File: config.mk
export PLATFORM = sky130hd
export DESIGN_NAME = sd_cmd_axi_master
export DESIGN_NICKNAME = d
export VERILOG_FILES = /design/src/rtl/sd_cmd_axi_master.sv
export SDC_FILE = /design/constraint.sdc
export NUM_CORES = 1
export LEC_CHECK = 0
export BUFFER_PORTS_ARGS = -buffer_cell sky130_fd_sc_hd__buf_2
export CAP_MARGIN = 5
export CORE_AREA = 8 8 151 153
export CTS_CLUSTER_SIZE = 28
export DETAILED_ROUTE_END_ITERATION = 10
export DIE_AREA = 0 0 159 161
export GPL_TIMING_DRIVEN = 0
export PLACE_DENSITY = 0.79
export SLEW_MARGIN = 20
export SYNTH_ARGS = -nofsm -noshare
export SYNTH_HDL_FRONTEND = slang
export SYNTH_SLANG_ARGS = --single-unit
File: constraint.sdc
create_clock -name M_AXI_ACLK -period 2.56 [get_ports M_AXI_ACLK]
set_clock_uncertainty 0.1 [all_clocks]
set_input_delay 0.768 -clock M_AXI_ACLK [delete_from_list [all_inputs] [get_ports M_AXI_ACLK]]
set_output_delay 0.768 -clock M_AXI_ACLK [all_outputs]
set_load 0.01 [all_outputs]
File: src/rtl/sd_cmd_axi_master.sv
// sd_cmd_axi_master
//   Drives an SD-controller register window over AXI4-Lite to issue one SD
//   command: five command bytes are pushed to tx_cmd (BASE+0x00), each gated
//   by a tx-full status poll, then cmd_resp_len response bytes are pulled from
//   rx_cmd (BASE+0x04), each gated by an rx-empty status poll (BASE+0x10).
//   Status bit5 (no disk) aborts; POLL_LIMIT consecutive busy polls time out.
// Ports
//   M_AXI_ACLK / M_AXI_ARESETN : clock, async active-low reset
//   M_AXI_AW*/W*/B*/AR*/R*     : AXI4-Lite master, one transaction at a time
//   cmd_start/index/arg/resp_len : command request, sampled only when idle
//   busy, done, err, resp      : status, completion pulse, error code, response
module sd_cmd_axi_master #(
  parameter logic [31:0] BASE_ADDR  = 32'h0000_0000,
  parameter int unsigned POLL_LIMIT = 1023
) (
  input  logic         M_AXI_ACLK,
  input  logic         M_AXI_ARESETN,
  output logic [31:0]  M_AXI_AWADDR,
  output logic         M_AXI_AWVALID,
  input  logic         M_AXI_AWREADY,
  output logic [31:0]  M_AXI_WDATA,
  output logic [3:0]   M_AXI_WSTRB,
  output logic         M_AXI_WVALID,
  input  logic         M_AXI_WREADY,
  input  logic [1:0]   M_AXI_BRESP,
  input  logic         M_AXI_BVALID,
  output logic         M_AXI_BREADY,
  output logic [31:0]  M_AXI_ARADDR,
  output logic         M_AXI_ARVALID,
  input  logic         M_AXI_ARREADY,
  input  logic [31:0]  M_AXI_RDATA,
  input  logic [1:0]   M_AXI_RRESP,
  input  logic         M_AXI_RVALID,
  output logic         M_AXI_RREADY,
  input  logic         cmd_start,
  input  logic [5:0]   cmd_index,
  input  logic [31:0]  cmd_arg,
  input  logic [4:0]   cmd_resp_len,
  output logic         busy,
  output logic         done,
  output logic [1:0]   err,
  output logic [135:0] resp
);

  localparam int unsigned PW = (POLL_LIMIT < 1) ? 1 : $clog2(POLL_LIMIT + 1);

  typedef enum logic [2:0] {
    S_IDLE, S_CHK_TX, S_WRITE, S_CHK_RX, S_READ, S_DONE
  } state_t;

  state_t         state_q, state_d;
  logic [5:0]     idx_q, idx_d;
  logic [31:0]    arg_q, arg_d;
  logic [4:0]     len_q, len_d;
  logic [2:0]     wr_cnt_q, wr_cnt_d;
  logic [4:0]     rd_cnt_q, rd_cnt_d;
  logic [PW-1:0]  poll_q, poll_d;
  logic [1:0]     err_q, err_d;
  logic [135:0]   resp_q, resp_d;
  logic           awvalid_q, awvalid_d, wvalid_q, wvalid_d, bready_q, bready_d;
  logic           arvalid_q, arvalid_d, rready_q, rready_d;
  logic [31:0]    awaddr_q, awaddr_d, wdata_q, wdata_d, araddr_q, araddr_d;
  logic [3:0]     wstrb_q, wstrb_d;
  logic [7:0]     tx_byte;
  logic           stat_busy;

  // Response codes and upper data bits carry nothing this block acts on.
  logic unused_ok;
  assign unused_ok = ^{M_AXI_BRESP, M_AXI_RRESP, M_AXI_RDATA[31:8]};

  always_comb begin
    case (wr_cnt_q)
      3'd1:    tx_byte = arg_q[31:24];
      3'd2:    tx_byte = arg_q[23:16];
      3'd3:    tx_byte = arg_q[15:8];
      3'd4:    tx_byte = arg_q[7:0];
      default: tx_byte = {2'b01, idx_q};
    endcase
  end

  // tx path waits on "tx full" (bit0), rx path on "rx empty" (bit1).
  assign stat_busy = (state_q == S_CHK_RX) ? M_AXI_RDATA[1] : M_AXI_RDATA[0];

  always_comb begin
    state_d   = state_q;
    idx_d     = idx_q;
    arg_d     = arg_q;
    len_d     = len_q;
    wr_cnt_d  = wr_cnt_q;
    rd_cnt_d  = rd_cnt_q;
    poll_d    = poll_q;
    err_d     = err_q;
    resp_d    = resp_q;
    awvalid_d = awvalid_q;
    wvalid_d  = wvalid_q;
    bready_d  = bready_q;
    arvalid_d = arvalid_q;
    rready_d  = rready_q;
    awaddr_d  = awaddr_q;
    wdata_d   = wdata_q;
    wstrb_d   = wstrb_q;
    araddr_d  = araddr_q;
    unique case (state_q)
      S_IDLE: begin
        if (cmd_start) begin
          idx_d    = cmd_index;
          arg_d    = cmd_arg;
          len_d    = (cmd_resp_len > 5'd17) ? 5'd17 : cmd_resp_len;
          resp_d   = '0;
          wr_cnt_d = '0;
          rd_cnt_d = '0;
          poll_d   = '0;
          err_d    = 2'b00;
          state_d  = S_CHK_TX;
        end
      end
      // All three read-based states share one AR -> R sequence: launch when
      // nothing is in flight, then AR handshake, then R handshake.
      S_CHK_TX, S_CHK_RX, S_READ: begin
        if (!arvalid_q && !rready_q) begin
          arvalid_d = 1'b1;
          araddr_d  = (state_q == S_READ) ? BASE_ADDR + 32'h04 : BASE_ADDR + 32'h10;
        end else if (arvalid_q) begin
          if (M_AXI_ARREADY) begin
            arvalid_d = 1'b0;
            rready_d  = 1'b1;
          end
        end else if (M_AXI_RVALID) begin
          rready_d = 1'b0;
          if (state_q == S_READ) begin
            resp_d   = {resp_q[127:0], M_AXI_RDATA[7:0]};
            rd_cnt_d = rd_cnt_q + 5'd1;
            state_d  = (rd_cnt_d >= len_q) ? S_DONE : S_CHK_RX;
          end else if (M_AXI_RDATA[5]) begin
            err_d   = 2'b01;
            state_d = S_DONE;
          end else if (stat_busy) begin
            if (int'(poll_q) >= int'(POLL_LIMIT) - 1) begin
              poll_d  = PW'(POLL_LIMIT);
              err_d   = 2'b10;
              state_d = S_DONE;
            end else begin
              poll_d = poll_q + 1'b1;
            end
          end else begin
            poll_d = '0;
            if (state_q == S_CHK_RX) begin
              state_d = S_READ;
            end else begin
              state_d   = S_WRITE;
              awvalid_d = 1'b1;
              wvalid_d  = 1'b1;
              awaddr_d  = BASE_ADDR;
              wdata_d   = {24'h0, tx_byte};
              wstrb_d   = 4'b0001;
            end
          end
        end
      end
      S_WRITE: begin
        if (awvalid_q && M_AXI_AWREADY) awvalid_d = 1'b0;
        if (wvalid_q && M_AXI_WREADY)   wvalid_d  = 1'b0;
        if (bready_q) begin
          if (M_AXI_BVALID) begin
            bready_d = 1'b0;
            wr_cnt_d = wr_cnt_q + 3'd1;
            if (wr_cnt_q == 3'd4) state_d = (len_q != 5'd0) ? S_CHK_RX : S_DONE;
            else                  state_d = S_CHK_TX;
          end
        end else if (!awvalid_d && !wvalid_d) begin
          bready_d = 1'b1;
        end
      end
      S_DONE:  state_d = S_IDLE;
      default: state_d = S_IDLE;
    endcase
  end

  always_ff @(posedge M_AXI_ACLK or negedge M_AXI_ARESETN) begin
    if (!M_AXI_ARESETN) begin
      state_q   <= S_IDLE;
      idx_q     <= '0;
      arg_q     <= '0;
      len_q     <= '0;
      wr_cnt_q  <= '0;
      rd_cnt_q  <= '0;
      poll_q    <= '0;
      err_q     <= '0;
      resp_q    <= '0;
      awvalid_q <= 1'b0;
      wvalid_q  <= 1'b0;
      bready_q  <= 1'b0;
      arvalid_q <= 1'b0;
      rready_q  <= 1'b0;
      awaddr_q  <= '0;
      wdata_q   <= '0;
      wstrb_q   <= '0;
      araddr_q  <= '0;
    end else begin
      state_q   <= state_d;
      idx_q     <= idx_d;
      arg_q     <= arg_d;
      len_q     <= len_d;
      wr_cnt_q  <= wr_cnt_d;
      rd_cnt_q  <= rd_cnt_d;
      poll_q    <= poll_d;
      err_q     <= err_d;
      resp_q    <= resp_d;
      awvalid_q <= awvalid_d;
      wvalid_q  <= wvalid_d;
      bready_q  <= bready_d;
      arvalid_q <= arvalid_d;
      rready_q  <= rready_d;
      awaddr_q  <= awaddr_d;
      wdata_q   <= wdata_d;
      wstrb_q   <= wstrb_d;
      araddr_q  <= araddr_d;
    end
  end

  assign M_AXI_AWADDR  = awaddr_q;
  assign M_AXI_AWVALID = awvalid_q;
  assign M_AXI_WDATA   = wdata_q;
  assign M_AXI_WSTRB   = wstrb_q;
  assign M_AXI_WVALID  = wvalid_q;
  assign M_AXI_BREADY  = bready_q;
  assign M_AXI_ARADDR  = araddr_q;
  assign M_AXI_ARVALID = arvalid_q;
  assign M_AXI_RREADY  = rready_q;
  assign busy          = (state_q != S_IDLE);
  assign done          = (state_q == S_DONE);
  assign err           = err_q;
  assign resp          = resp_q;

endmodule

==> reports/results.ini <==
[outcome]
status = complete, no violations

[critical_path]
path_class = flop to output port
cp-end-kind = output port
arrival_ps = 1650
worstPathRequired_ps = 1690
r2r-end = state_q[2]
r2r_slack_ps = 260
r2r_cells = 8
rr_startpoint = rd_cnt_q[0]
cp_max_fo = 10
cp-start-kind = flop

[synthesis]
synth_top_flop_cell = dfrtp_1
yosysTopAreaCell = dfrtp_1
async_flop_share = 1.00
syn_inst = 1060
synth_edf_count = 0
synth-seq-cells = 218
synthTopCellsByCount = nand2_1, dfrtp_1, o21ai_0, buf_4, o21ai_1
synth-seq-area-share = 0.535
synth_top_area_share = 0.535
yosysWarnings = 0
synth_cell_types = 59
synth.most_common_cell = nand2_1
synth_area_leaders = dfrtp_1, nand2_1, buf_4
synth.avg_cell_area_um2 = 9.62
netlist_area_um2 = 10200

[hold_path]
hp-class = input pin to asynchronous set/reset pin

[layout]
nets = 1491
synthToLayoutAreaGrowth_pct = 25.4
layoutNonFillerInstCount = 1683
layout-drive-gt1-share = 0.313

[sta]
tightest_slew_ps = 664
final.min_clock_period_ps = 2510
tns_ps = 0
hold_violations = 0
fmax_ghz = 0.398
setup_slack_ps = 46.5
post-route-period-util = 0.982
setup_viol = 0
timing.final.max_slew_violations = 0
slew_headroom = 0.557

[clock_network]
root_buffer = clkbuf_16
clock_sinks = 218
numCtsBuffers = 24
htreeDepth = 1
cts_tree = done
clk_path_buf_depth = 3
clk_pin_slew_worst_paths_ps = 60
clock_latency_ps = 520

[pwr]
p_sw_uw = 4550
comb_power_share = 0.355
peakVddDrop_v = 0.000624
pwr-share-seq = 0.376
powerDensity_nw_per_um2 = 957
clkPwrFrac = 0.269
switching_share = 0.372
power.internal_uw = 7680
p_leak_uw = 0.00641

[placed_design]
post-place-cells = 1638
dp_slack_ps = 37.5
post-dp-hpwl_mm = 21.3
gp_congestion = 0.827
io_buffers = 213

[floorplanning]
core-area_um2 = 20600
placementRows = 53
start_util = 0.496
die_h_um = 161
die_x_um = 159
dieArea_um2 = 25600
num_io_pins = 332

[run]
drv_cap = 0

[detailed_routing]
drt_iter0_drc = 560
wire_per_inst_um = 16.9
drc = 0
via_count = 8554
routed_via_density = 5.08
first_pass_iters = 5
wl_mm = 28.5
ant_nets = 0

[global_routing]
antenna_found_initial = 2
grt_first_pass_wirelength_mm = 45.9
grt_usage = 0.215
grt_overflow = 0
grt_pass1_vias = 8405
grt_max_degree = 80

## final cells by class
cell class	instances	area (um2)
well taps	275	344
multi-input cells	761	3950
fillers	1717	7770
clock inverters	8	78.8
clock buffers	34	668
inverters	15	56.3
plain buffers	154	1080
diodes	1	2.50
flip-flops and latches	218	5460
repair buffers	217	1150
## cells by family (layout without fill, tap and decap cells)
family                   Yosys count  after routing  share of synthesized area
adder cells (fa/ha/maj)           13             13                     0.0160
other                              1             90                   0.000368
XOR/XNOR                           3              3                    0.00258
multiplexers                      40             40                     0.0439
AO/OA/AOI/OAI                    253            253                      0.145
buffers and inverters            169            428                      0.110
flip-flops                       218            218                      0.535
AND/OR/NAND/NOR                  363            363                      0.147
## how the worst max path moves through the flow
stage,cells past startpoint,start,endpoint
2_1_floorplan,6,M_AXI_RDATA[5],poll_q[5]
3_3_place_gp,1,M_AXI_ARESETN,arg_q[31]
3_5_place_dp,9,M_AXI_RVALID,resp[5]
4_1_cts,3,state_q[1],busy
5_1_grt,3,state_q[1],busy
6_report,3,state_q[0],busy
## critical path: stages, from the launching register on
cell	delay, ps
dfrtp_2	410
buf_4	170
or3_4	390
buf_4	170
## state kept, by name, indices dropped and copies added (netlist names), 2 cells and up
signal,cells
err,2
arg_q,32
M_AXI_WDATA,8
state_q,3
poll_q,10
M_AXI_ARADDR,2
len_q,5
idx_q,6
wr_cnt_q,3
resp,136
rd_cnt_q,5
## through the flow
step / total power [uW] / hold slack [ps] / instance area [um2] / utilization
after floorplan: 7500 / 372 / 10500 / -
after global placement: 8790 / 349 / 11900 / 0.581
after global routing: 13000 / 153 / 12800 / 0.622
after detailed placement: 8920 / 365 / 12000 / 0.584
after CTS: 12300 / 132 / 12800 / 0.621
final: 12200 / 111 / 12800 / 0.622
## routing by layer
layer,share of wire,wire (um),up-vias,GRT usage
met2,0.48,13600,347,0.355
met4,0.026,740,2,0.0648
met1,0.41,11700,4108,0.274
met5,0.00028,8,-,0
li1,-,-,4052,-
met3,0.082,2340,45,0.0562
## repair_timing
| action | in CTS | in global routing |
|---|---|---|
| setup endpoints to repair | 1 | 1 |
| hold buffers | 0 | 0 |
| setup buffers | 1 | 1 |
| gates resized for setup | 3 | 4 |
## power by group through the flow
| stage | logic (uW) | clock network, uW | registers, uW |
|---|---|---|---|
| 4_1_cts | 4340 | 3340 | 4590 |
| 3_5_place_dp | 4270 | 0 | 4650 |
| 2_1_floorplan | 2870 | 0 | 4630 |
| 6_report | 4340 | 3290 | 4600 |
| 5_1_grt | 4780 | 3500 | 4680 |
| 3_3_place_gp | 4170 | 0 | 4620 |
## layout by cell type (no fill, tap or decap), types with 3 or more instances in the layout
master | Yosys | routed
o21ai_1 | 62 | 62
o31ai_1 | 5 | 5
buf_2 | 20 | 229
clkbuf_16 | 0 | 24
a32oi_1 | 7 | 7
nand2_1 | 285 | 285
clkbuf_8 | 0 | 3
mux2_2 | 38 | 38
and3_1 | 4 | 4
clkinv_2 | 0 | 5
o22ai_1 | 3 | 3
nor3_1 | 6 | 6
o21ai_0 | 104 | 104
nand3b_1 | 5 | 5
nand2b_1 | 5 | 5
a22oi_1 | 8 | 8
a22o_1 | 17 | 17
a21oi_1 | 29 | 29
buf_6 | 11 | 12
dfrtp_1 | 218 | 217
clkbuf_1 | 20 | 27
buf_4 | 102 | 106
inv_1 | 15 | 15
nand3_1 | 11 | 11
ha_1 | 13 | 13
conb_1 | 1 | 89
nor2_1 | 29 | 29
Power figures use the tool's default switching activity.
